$ cat config.mk
export PLATFORM = sky130hd
export DESIGN_NAME = serial_adder_ctrl
export DESIGN_NICKNAME = d
export VERILOG_FILES = /design/src/rtl/serial_adder_ctrl.sv
export SDC_FILE = /design/constraint.sdc
export NUM_CORES = 1
export LEC_CHECK = 0
export ABC_AREA = 0
export CAP_MARGIN = 5
export CORE_MARGIN = 4
export CORE_UTILIZATION = 47
export CTS_CLUSTER_SIZE = 40
export DETAILED_ROUTE_END_ITERATION = 10
export GPL_TIMING_DRIVEN = 0
export HOLD_SLACK_MARGIN = 0.12
export PLACE_DENSITY = 0.74
export REMOVE_ABC_BUFFERS = 1
export SLEW_MARGIN = 25
export SYNTH_ARGS = -nofsm -noshare
export SYNTH_HDL_FRONTEND = slang
export SYNTH_SLANG_ARGS = --single-unit
$ cat constraint.sdc
create_clock -name i_clk -period 1.5 [get_ports i_clk]
set_input_delay 0.225 -clock i_clk [delete_from_list [all_inputs] [get_ports i_clk]]
set_output_delay 0.225 -clock i_clk [all_outputs]
set_load 0.1 [all_outputs]
$ cat src/rtl/serial_adder_ctrl.sv
// Bit-serial WIDTH-bit adder sequencer: one shared full-adder cell (two half adders) plus carry FF.
// Latency: start accepted at edge N, done/sum/cout valid in the cycle after edge N+WIDTH.
// Backpressure: none; start is sampled only in IDLE, requests during RUN/DONE are dropped.
// Optional subtract mode is compiled in with macro SERIAL_ADD_SUB_EN (adds port i_sub).
module serial_adder_ctrl #(
   parameter int WIDTH = 8
) (
   input  logic             i_clk,
   input  logic             i_rst,
   input  logic             i_start,
   input  logic [WIDTH-1:0] i_a,
   input  logic [WIDTH-1:0] i_b,
`ifdef SERIAL_ADD_SUB_EN
   input  logic             i_sub,
`endif
   output logic             o_busy,
   output logic             o_done,
   output logic [WIDTH-1:0] o_sum,
   output logic             o_cout
);

   localparam int CNT_W = $clog2(WIDTH);
   localparam logic [CNT_W-1:0] LAST_BIT = CNT_W'(WIDTH - 1);

   typedef enum logic [1:0] {
      ST_IDLE = 2'd0,
      ST_RUN  = 2'd1,
      ST_DONE = 2'd2
   } state_t;

   state_t             r_state;
   logic [WIDTH-1:0]   r_opa_sh;
   logic [WIDTH-1:0]   r_opb_sh;
   // Holds the WIDTH-1 result bits collected so far; the final bit joins them on the last edge.
   logic [WIDTH-2:0]   r_res_sh;
   logic [CNT_W-1:0]   r_cnt;
   logic               r_carry;
   logic               r_busy;
   logic               r_done;
   logic [WIDTH-1:0]   r_sum;
   logic               r_cout;

   logic               w_s1;
   logic               w_c1;
   logic               w_s;
   logic               w_c2;
   logic               w_carry_nxt;
   logic [WIDTH-1:0]   w_res_nxt;
   logic [WIDTH-1:0]   w_opb_load;
   logic               w_carry_load;

   // Shared full adder: two cascaded half adders on the current LSBs and the carry FF.
   assign w_s1        = r_opa_sh[0] ^ r_opb_sh[0];
   assign w_c1        = r_opa_sh[0] & r_opb_sh[0];
   assign w_s         = w_s1 ^ r_carry;
   assign w_c2        = w_s1 & r_carry;
   assign w_carry_nxt = w_c1 | w_c2;
   assign w_res_nxt   = {w_s, r_res_sh};

`ifdef SERIAL_ADD_SUB_EN
   // Subtract is a + ~b + 1: invert B and seed the carry with 1.
   assign w_opb_load   = i_sub ? ~i_b : i_b;
   assign w_carry_load = i_sub;
`else
   assign w_opb_load   = i_b;
   assign w_carry_load = 1'b0;
`endif

   // Sequencer FSM with datapath shift registers and registered outputs.
   always_ff @(posedge i_clk or posedge i_rst) begin
      if (i_rst) begin
         r_state  <= ST_IDLE;
         r_opa_sh <= '0;
         r_opb_sh <= '0;
         r_res_sh <= '0;
         r_cnt    <= '0;
         r_carry  <= 1'b0;
         r_busy   <= 1'b0;
         r_done   <= 1'b0;
         r_sum    <= '0;
         r_cout   <= 1'b0;
      end else begin
         case (r_state)
            ST_IDLE: begin
               r_done <= 1'b0;
               if (i_start) begin
                  r_opa_sh <= i_a;
                  r_opb_sh <= w_opb_load;
                  r_carry  <= w_carry_load;
                  r_cnt    <= '0;
                  r_busy   <= 1'b1;
                  r_state  <= ST_RUN;
               end
            end
            ST_RUN: begin
               r_carry  <= w_carry_nxt;
               r_res_sh <= w_res_nxt[WIDTH-1:1];
               r_opa_sh <= r_opa_sh >> 1;
               r_opb_sh <= r_opb_sh >> 1;
               r_cnt    <= r_cnt + CNT_W'(1);
               if (r_cnt == LAST_BIT) begin
                  // Result registers load on this edge so they are valid alongside done.
                  r_sum   <= w_res_nxt;
                  r_cout  <= w_carry_nxt;
                  r_busy  <= 1'b0;
                  r_done  <= 1'b1;
                  r_state <= ST_DONE;
               end
            end
            ST_DONE: begin
               r_done  <= 1'b0;
               r_state <= ST_IDLE;
            end
            default: begin
               r_busy  <= 1'b0;
               r_done  <= 1'b0;
               r_state <= ST_IDLE;
            end
         endcase
      end
   end

   assign o_busy = r_busy;
   assign o_done = r_done;
   assign o_sum  = r_sum;
   assign o_cout = r_cout;

endmodule

==> results of run 1 <==
cells by family after synthesis:
logic type / after synthesis
buffers and inverters: 24
adders and majority gates: 3
DFF: 40
muxes: 17
AOI/OAI and AO/OA: 24
and+or+nand+nor: 36
layer usage:
| metal | routed length, um | vias to the layer above | track usage (%) |
|---|---|---|---|
| met1 | 1680 | 615 | 19.4 |
| li1 | - | 602 | - |
| met5 | 0 | - | 0 |
| met3 | 184 | 3 | 4.40 |
| met2 | 1880 | 34 | 25.3 |
| met4 | 29 | 0 | 2.51 |
cells in the mapped netlist, types with 3 or more instances:
library cell	count
a221oi_1	3
nor2b_1	4
a22o_1	3
o221a_2	4
dfrtp_1	40
mux2_2	16
nor3b_1	12
or4b_1	4
nor2_1	3
inv_1	12
buf_2	5
nor4b_1	7
a211oi_1	7
path summary, 6_finish.rpt:
check,slack (ps),startpoint,end
worst max register to register,20,r_cnt[1],o_sum[5]
worst max-delay path,20,r_cnt[1],o_sum[5]
worst min register to register,510,o_done,o_done
worst min-delay path,190,i_rst,o_sum[7]
min in group i_clk,510,o_done,o_done
max in group asynchronous,850,i_rst,r_state[0]
flip-flops by register name, summed over array words and instances (netlist names):
register  cells
o_sum         8
r_opa_sh      8
r_opb_sh      8
r_res_sh      7
r_cnt         3
r_state       2
o_busy        1
o_cout        1
o_done        1
r_carry       1
power by group:
group / internal (mW) / switching, mW / leakage (nW)
Combinational: 1.22 / 1.80 / 0.574
Clock: 0.494 / 0.366 / 0.0552
Sequential: 1.61 / 0.328 / 0.468
Total: 3.32 / 2.50 / 1.10
worst max-delay path, cell delays in order (launching register included):
cell and delay, ps:
dfrtp_1 400, ha_2 190, ha_4 160, nand3b_1 140, buf_6 170, mux2_4 310
metrics by stage:
step,std cells,util [%],power (mW),area [um2]
2_1_floorplan,132,-,4.00,1770
3_3_place_gp,209,57.1,4.56,2120
3_5_place_dp,210,57.6,4.65,2140
4_1_cts,226,64.9,5.69,2410
5_1_grt,231,66.0,6.16,2450
6_report,231,66.0,5.82,2450
layout by cell type, fill, tap and decap left out, types with 3 or more instances in the layout:
cell type	n
nor2_1	3
a22o_1	3
dfrtp_1	38
nor3b_1	12
or4b_1	4
clkdlybuf4s50_1	17
nor4b_1	7
mux2_2	7
a211oi_1	7
inv_1	11
clkbuf_8	6
a221oi_1	3
buf_4	8
mux2_4	9
o221a_2	4
nor2b_1	3
buf_6	3
clkdlybuf4s15_2	11
layout make-up:
| type | count | area, um2 |
|---|---|---|
| clock buffers | 6 | 72.6 |
| clock inverters | 2 | 35.0 |
| fillers | 286 | 1260 |
| inverters | 12 | 45.0 |
| multi-input cells | 80 | 782 |
| flip-flops and latches | 40 | 1010 |
| well taps | 48 | 60.1 |
| repair buffers | 43 | 450 |
what timing repair did:
| item | CTS | global route |
|---|---|---|
| buffers inserted | 7 | 7 |
| resized for setup | 50 | 5 |
| pin swaps | 1 | 0 |
| endpoints found under the setup margin | 50 | 15 |
| hold buffers | 0 | 0 |
| gates cloned | 1 | 0 |
==> impl_metrics.ini, run 1 <==
[outcome]
status = finished, final reports clean

[hold_path]
worstHoldPathType = input port to async pin

[setup_path]
cp-start-kind = flop
cp.arrival_ps = 1650
r2r_cells = 5
cp.required_ps = 1680
path_class = flop to flop
cp_max_fo = 6
end_kind = flop

[pwr]
p_leak_nw = 1.10
ir_drop_mv = 0.731
power.density_nw_per_um2 = 2370

[timing]
period_share_pct = 98.6
fmax_mhz = 676
slew_headroom_pct = 57.8
tightest_slew_ps = 632
slew_viol_final = 0
min_period_ps = 1480
grt_setup_unrepaired = yes
hold_violations = 0
hold_ws_ps = 195
finClkSkew_ps = 6.92
timing.setup.tns_ps = 0
layout_setup_ws_ps = 21.7
setup_viol = 0

[synthesis]
ys_ff_latch = 40
ys_seq_area_share_pct = 54.2
yosys.area_share.simple_pct = 14.9
synth_area_um2 = 1850
synthXorXnorAreaFrac_pct = 0
yosys_most_used_dff = dfrtp_1
yosysUniqueCellTypes = 30
yosysTopAreaCellShare_pct = 54.2
synth-compound-area-share_pct = 11.7
yosys.area.top_type = dfrtp_1
async_flop_share_pct = 100
yosysWarnings = 0
syn_area_per_cell_um2 = 12.8
synth_top_family_by_area = simple AND/OR/NAND/NOR gates
muxShareOfSynthArea_pct = 10.3
synth.area.top_cells = dfrtp_1, mux2_2, nor3b_1, nor4b_1, a211oi_1
synth_edf_count = 0
synthAdderAreaFrac_pct = 2.44
syn_inst = 144

[grt]
grt_pass1_wl_um = 6060
grt_overflow = 0
grt_use_total_pct = 15.0
antenna_found_initial = 0
grt_pass1_vias = 1287
grt_max_degree = 35

[floorplan]
chipWidth_um = 70.7
die_y_um = 70.7
die_area_um2 = 5000
rows = 22
start_util_pct = 49.7
ios = 30
core_um2 = 3720

[cells_and_area]
n_antenna_cell = 0
final_nets = 204
layout-drive-gt1-share_pct = 32.8
syn2layout_area_growth_pct = 32.9

[cts]
cts-htree-levels = 2
cts_root_buf = clkbuf_8
clockBufferDepth = 2
cts_buffers = 5
clkLatencyLatePin_ps = 290
cts_tree = built
clkTransAtPathRegs_ps = 80
cts.sinks = 40

[placed_design]
dpl.hpwl_um = 2100
io_buffers = 29
dpl_worst_slack_ps = -677
gp_congestion = 0.729

[route]
route.detailed.drc = 0
drt_iter0_drc = 54
wire_per_inst_um = 16.3
drtAntennaViolNets = 0
viasPerCell = 5.43
vias = 1254
routed_wl_um = 3770
drtPass1Iterations = 4

[run]
drv_cap = 0
Note: power is estimated with default switching activity, not from simulation.
==> run 2: changes to the inputs <==
--- a/config.mk
+++ b/config.mk
@@ -6,7 +6,7 @@
 export NUM_CORES = 1
 export LEC_CHECK = 0
 export ABC_AREA = 0
-export CAP_MARGIN = 5
+export CAP_MARGIN = 0
 export CORE_MARGIN = 4
 export CORE_UTILIZATION = 47
 export CTS_CLUSTER_SIZE = 40
==> constraint.sdc (replaced) <==
create_clock -name i_clk -period 1.2 [get_ports i_clk]
set_input_delay 0.18 -clock i_clk [delete_from_list [all_inputs] [get_ports i_clk]]
set_output_delay 0.18 -clock i_clk [all_outputs]
set_load 0.1 [all_outputs]
==> run 2 against run 1 <==
  * The run now ends with negative setup slack left
  * Combinational power rose by 67%
  * Worst setup slack got worse by 380 ps
  * Count of clock-buffer cells in the layout did not move
  * Critical path depth rose by 1
  * Utilization rose by 12 points
  * Via count rose by 9.5%
  * Global-route usage rose by 5.0 points
  * Cell count rose by 6.9%
  * First-iteration DRC count rose by 20%
  * Hold slack got worse by 44 ps
  * Non-clock buffer count rose by 15
  * Sequential share of layout area fell by 6.4 points
  * Largest cell class is now multi-input gates
  * Largest power group unchanged
  * Highest routed layer unchanged
==> impl_metrics.ini, run 2 (synthesis results as in run 1) <==
[floorplan]
core_um2 = 3720
die_y_um = 70.7
start_util_pct = 49.7
chipWidth_um = 70.7
rows = 22
ios = 30
die_area_um2 = 5000

[setup_path]
end_kind = flop
crit_family = flip-flops
crit_slowest_cell = dfrtp_1
critPathBufInv = 2
path_cells = ha_2, ha_4, nand3b_1, buf_6, buf_12, mux2_4
cp-start-kind = flop
path_class = flop to flop
cp.arrival_ps = 1740
cp_max_fo = 5
cp.required_ps = 1380
critPathMaxStageDelay_ps = 390

[pwr]
power_mw = 8.61
p_leak_nw = 1.32
ir_drop_mv = 1.11
power.density_nw_per_um2 = 2960

[placed_design]
dpl_worst_slack_ps = -977
gp_congestion = 0.729
place_inst = 210
io_buffers = 29
dpl.hpwl_um = 2100

[timing]
fmax_mhz = 641
tightest_slew_ps = 528
timing.setup.tns_ps = -6950
layout_setup_ws_ps = -359
slew_viol_final = 0
grt_setup_unrepaired = yes
finClkSkew_ps = 3.17
setup_viol = 40
hold_ws_ps = 150
min_period_ps = 1560
hold_violations = 0
slew_headroom_pct = 64.8
period_share_pct = 130

[cts]
cts-htree-levels = 2
clkTransAtPathRegs_ps = 80
clkLatencyLatePin_ps = 290
clockBufferDepth = 2
cts_root_buf = clkbuf_8
cts_buffers = 5
holdBufCountCts = 0
cts.sinks = 40
cts_tree = built

[run]
drv_cap = 0

[outcome]
violations = negative setup slack
status = complete, but fails checks

[cells_and_area]
n_antenna_cell = 0
stdcell_count = 247
final_common_cell = dfrtp_1
syn2layout_area_growth_pct = 57.5
final_nets = 220
layout-drive-gt1-share_pct = 53.3
layout.cells.most_common_list = dfrtp_1, buf_4, clkdlybuf4s50_1

[hold_path]
worstHoldPathType = input port to async pin

[route]
route.detailed.drc = 0
viasPerCell = 5.56
drt_iter0_drc = 65
drtPass1Iterations = 4
wire_per_inst_um = 19.4
routed_wl_um = 4780
vias = 1373
drtAntennaViolNets = 0

[grt]
grt_use_total_pct = 20.0
grt_pass1_wl_um = 7820
grt_pass1_vias = 1545
grt_overflow = 0
antenna_found_initial = 0
grt_max_degree = 31
==> run 2: cell count changes in the layout (fill, tap and decap cells not counted), moves of 3 or more <==
cell             change
buf_6               +12
nor4b_1              -7
a211oi_1             -7
mux2_2               -6
a211oi_2             +7
mux2_4               +6
clkdlybuf4s15_2     -11
nor4b_4              +6
a221oi_1             -3
buf_4               +10
a221oi_2             +3
buf_12               +3
==> run 2: final timing paths <==
kind,cells past startpoint,slack (ps),startpoint,endpoint
setup / recovery,6,-360,r_cnt[0],o_sum[1]
min in group i_clk,3,470,i_start,r_state[0]
setup reg to reg,6,-360,r_cnt[0],o_sum[1]
max in group asynchronous,3,600,i_rst,r_state[1]
hold reg to reg,1,510,o_sum[2],o_sum[2]
hold / removal,2,150,i_rst,o_cout
==> run 2: through the flow <==
| step | area [um2] | utilization [%] |
|---|---|---|
| 2_1_floorplan | 1770 | - |
| 3_3_place_gp | 2120 | 57.1 |
| 3_5_place_dp | 2140 | 57.6 |
| 4_1_cts | 2820 | 75.8 |
| 5_1_grt | 2910 | 78.2 |
| 6_report | 2910 | 78.2 |
==> run 2: final cells by class <==
| class | count | area, um2 |
|---|---|---|
| clock buffers | 6 | 72.6 |
| clock inverters | 2 | 35.0 |
| fillers | 213 | 808 |
| inverters | 12 | 45.0 |
| multi-input cells | 81 | 1080 |
| flip-flops and latches | 40 | 1010 |
| well taps | 48 | 60.1 |
| repair buffers | 58 | 609 |
==> run 2: timing repair <==
item / 4_1_cts / 5_1_grt
gates resized for setup: 147 / 24
setup buffers: 24 / 11
endpoints found under the setup margin: 51 / 40
cloned: 2 / 0
pin swaps: 22 / 14
==> run 2: power breakdown <==
| group | switching [mW] | internal, mW | leakage, nW | total (mW) |
|---|---|---|---|---|
| combinational | 2.76 | 2.29 | 0.802 | 5.05 |
| sequential | 0.472 | 2.01 | 0.468 | 2.49 |
| clock | 0.458 | 0.617 | 0.0552 | 1.08 |
| total | 3.69 | 4.93 | 1.32 | 8.61 |
==> run 2: per-layer routing <==
layer  track usage [%]  wire (um)  vias to the layer above
li1                  -          -                      632
met1              25.5       2080                      696
met2              34.2       2450                       39
met3              5.40        207                        6
met4              4.38         46                        0
met5                 0          0                        -
==> run 3: changes to the inputs <==
--- a/config.mk
+++ b/config.mk
@@ -7,13 +7,15 @@
 export LEC_CHECK = 0
 export ABC_AREA = 0
 export CAP_MARGIN = 0
+export CELL_PAD_IN_SITES_DETAIL_PLACEMENT = 0
+export CELL_PAD_IN_SITES_GLOBAL_PLACEMENT = 2
 export CORE_MARGIN = 4
-export CORE_UTILIZATION = 47
+export CORE_UTILIZATION = 32
 export CTS_CLUSTER_SIZE = 40
 export DETAILED_ROUTE_END_ITERATION = 10
 export GPL_TIMING_DRIVEN = 0
 export HOLD_SLACK_MARGIN = 0.12
-export PLACE_DENSITY = 0.74
+export PLACE_DENSITY = 0.75
 export REMOVE_ABC_BUFFERS = 1
 export SLEW_MARGIN = 25
 export SYNTH_ARGS = -nofsm -noshare
==> run 3 against run 2 <==
  * The flow still finishes with violations (negative setup slack)
  * First-iteration DRC count decreased by 52%
  * Cell count rose by 11%
  * Fmax increased by 2.3%
  * Highest routed layer unchanged
  * Non-clock buffer count increased by 3
  * Largest power group unchanged
  * Clock power grew 44%
==> impl_metrics.ini, run 3 (synthesis results as in run 1) <==
[route]
wire_per_inst_um = 17.1
drtPass1Iterations = 4
route.detailed.drc = 0
vias = 1393
drt_iter0_drc = 31
drtAntennaViolNets = 0
routed_wl_um = 4680
viasPerCell = 5.10

[hold_path]
worstHoldPathType = input port to async pin

[placed_design]
dpl_worst_slack_ps = -1010
place_inst = 234
dpl-instance-area_um2 = 2170
dpl.hpwl_um = 2260
io_buffers = 29
gp_congestion = 0.663

[floorplan]
ios = 30
die_y_um = 84.0
start_util_pct = 33.3
rows = 27
die_area_um2 = 7050
chipWidth_um = 84.0
core_um2 = 5540

[grt]
grt_pass1_wl_um = 7790
grt_pass1_vias = 1489
grt_max_degree = 30
grt_use_total_pct = 13.8
antenna_found_initial = 0
grt_overflow = 0

[setup_path]
cp.arrival_ps = 1700
cp_max_fo = 8
critPathMaxStageDelay_ps = 420
cp-start-kind = flop
cp.required_ps = 1380
end_kind = flop
path_cells = ha_2, ha_4, nand3b_1, buf_12, mux2_4
path_class = flop to flop
crit_slowest_cell = dfrtp_1

[outcome]
violations = negative setup slack
status = complete, but fails checks

[pwr]
power.density_nw_per_um2 = 3010
power_mw = 9.32
ir_drop_mv = 1.79
p_leak_nw = 1.40

[cts]
clkLatencyLatePin_ps = 300
cts_buffers = 5
clockBufferDepth = 2
holdBufCountCts = 0
cts.sinks = 40
cts_root_buf = clkbuf_8
clkTransAtPathRegs_ps = 90
cts_tree = built
cts-htree-levels = 2

[cells_and_area]
final_common_cell = dfrtp_1
stdcell_count = 273
final_nets = 222
final_area_um2 = 3100
utilization_pct = 55.9
syn2layout_area_growth_pct = 67.8
layout-drive-gt1-share_pct = 58.2
n_antenna_cell = 0
layout.cells.most_common_list = dfrtp_1, buf_4, clkdlybuf4s50_1

[run]
drv_cap = 0

[timing]
layout_setup_ws_ps = -324
min_period_ps = 1520
fmax_mhz = 656
tightest_slew_ps = 473
finClkSkew_ps = 10.7
hold_ws_ps = 124
period_share_pct = 127
hold_violations = 0
slew_viol_final = 0
setup_viol = 39
grt_setup_unrepaired = yes
slew_headroom_pct = 68.5
timing.setup.tns_ps = -6410
## run 3: cell count changes in the layout (fill, tap and decap cells not counted), sizes merged
cell    previous run  this run
clkinv             1         0
bufinv             1         3
clkbuf             7         6
buf               40        43
o21bai             2         1
## run 3: critical path: cells and delay by family (launching register included)
family,cells,cell delay [ps]
fa+ha+maj,2,370
buf+inv,1,160
flops,1,420
mux,1,300
simple gates,1,160
## run 3: worst paths after layout
kind                       startpoint  depth (start not counted)    endpoint  slack, ps
min                             i_rst                          2    o_sum[7]        120
min in group i_clk             o_busy                          1      o_busy        500
max                          r_cnt[1]                          5    o_sum[0]       -320
max reg2reg                  r_cnt[1]                          5    o_sum[0]       -320
max in group asynchronous       i_rst                          3  r_state[0]        600
min reg2reg                    o_busy                          1      o_busy        500
## run 3: what timing repair did
item	4_1_cts	5_1_grt
setup buffers	24	8
endpoints found under the setup margin	51	40
gates resized for setup	142	35
gates cloned	1	0
endpoints found under the hold margin	0	0
pin swaps	32	8
## run 3: per-layer routing
| metal | GRT usage (%) | routed length [um] |
|---|---|---|
| met5 | 0 | 0 |
| met1 | 18.0 | 2000 |
| met4 | 4.09 | 126 |
| met3 | 4.44 | 247 |
| met2 | 22.1 | 2300 |
## run 3: area by class of cell
class                           count  area (um2)
Fill cell                         463        2440
Multi-Input combinational cell     80        1120
Sequential cell                    40        1010
Timing Repair Buffer               61         674
Clock inverter                      3        90.1
Tap cell                           72        90.1
Clock buffer                        5        68.8
Inverter                           12        45.0
## run 3: power breakdown
group          leakage (nW)  internal (mW)  total, mW  switching (mW)
Sequential            0.468           2.01       2.51           0.492
Clock                0.0784           1.04       1.56           0.523
Combinational         0.851           2.54       5.25            2.72
Total                  1.40           5.59       9.32            3.73
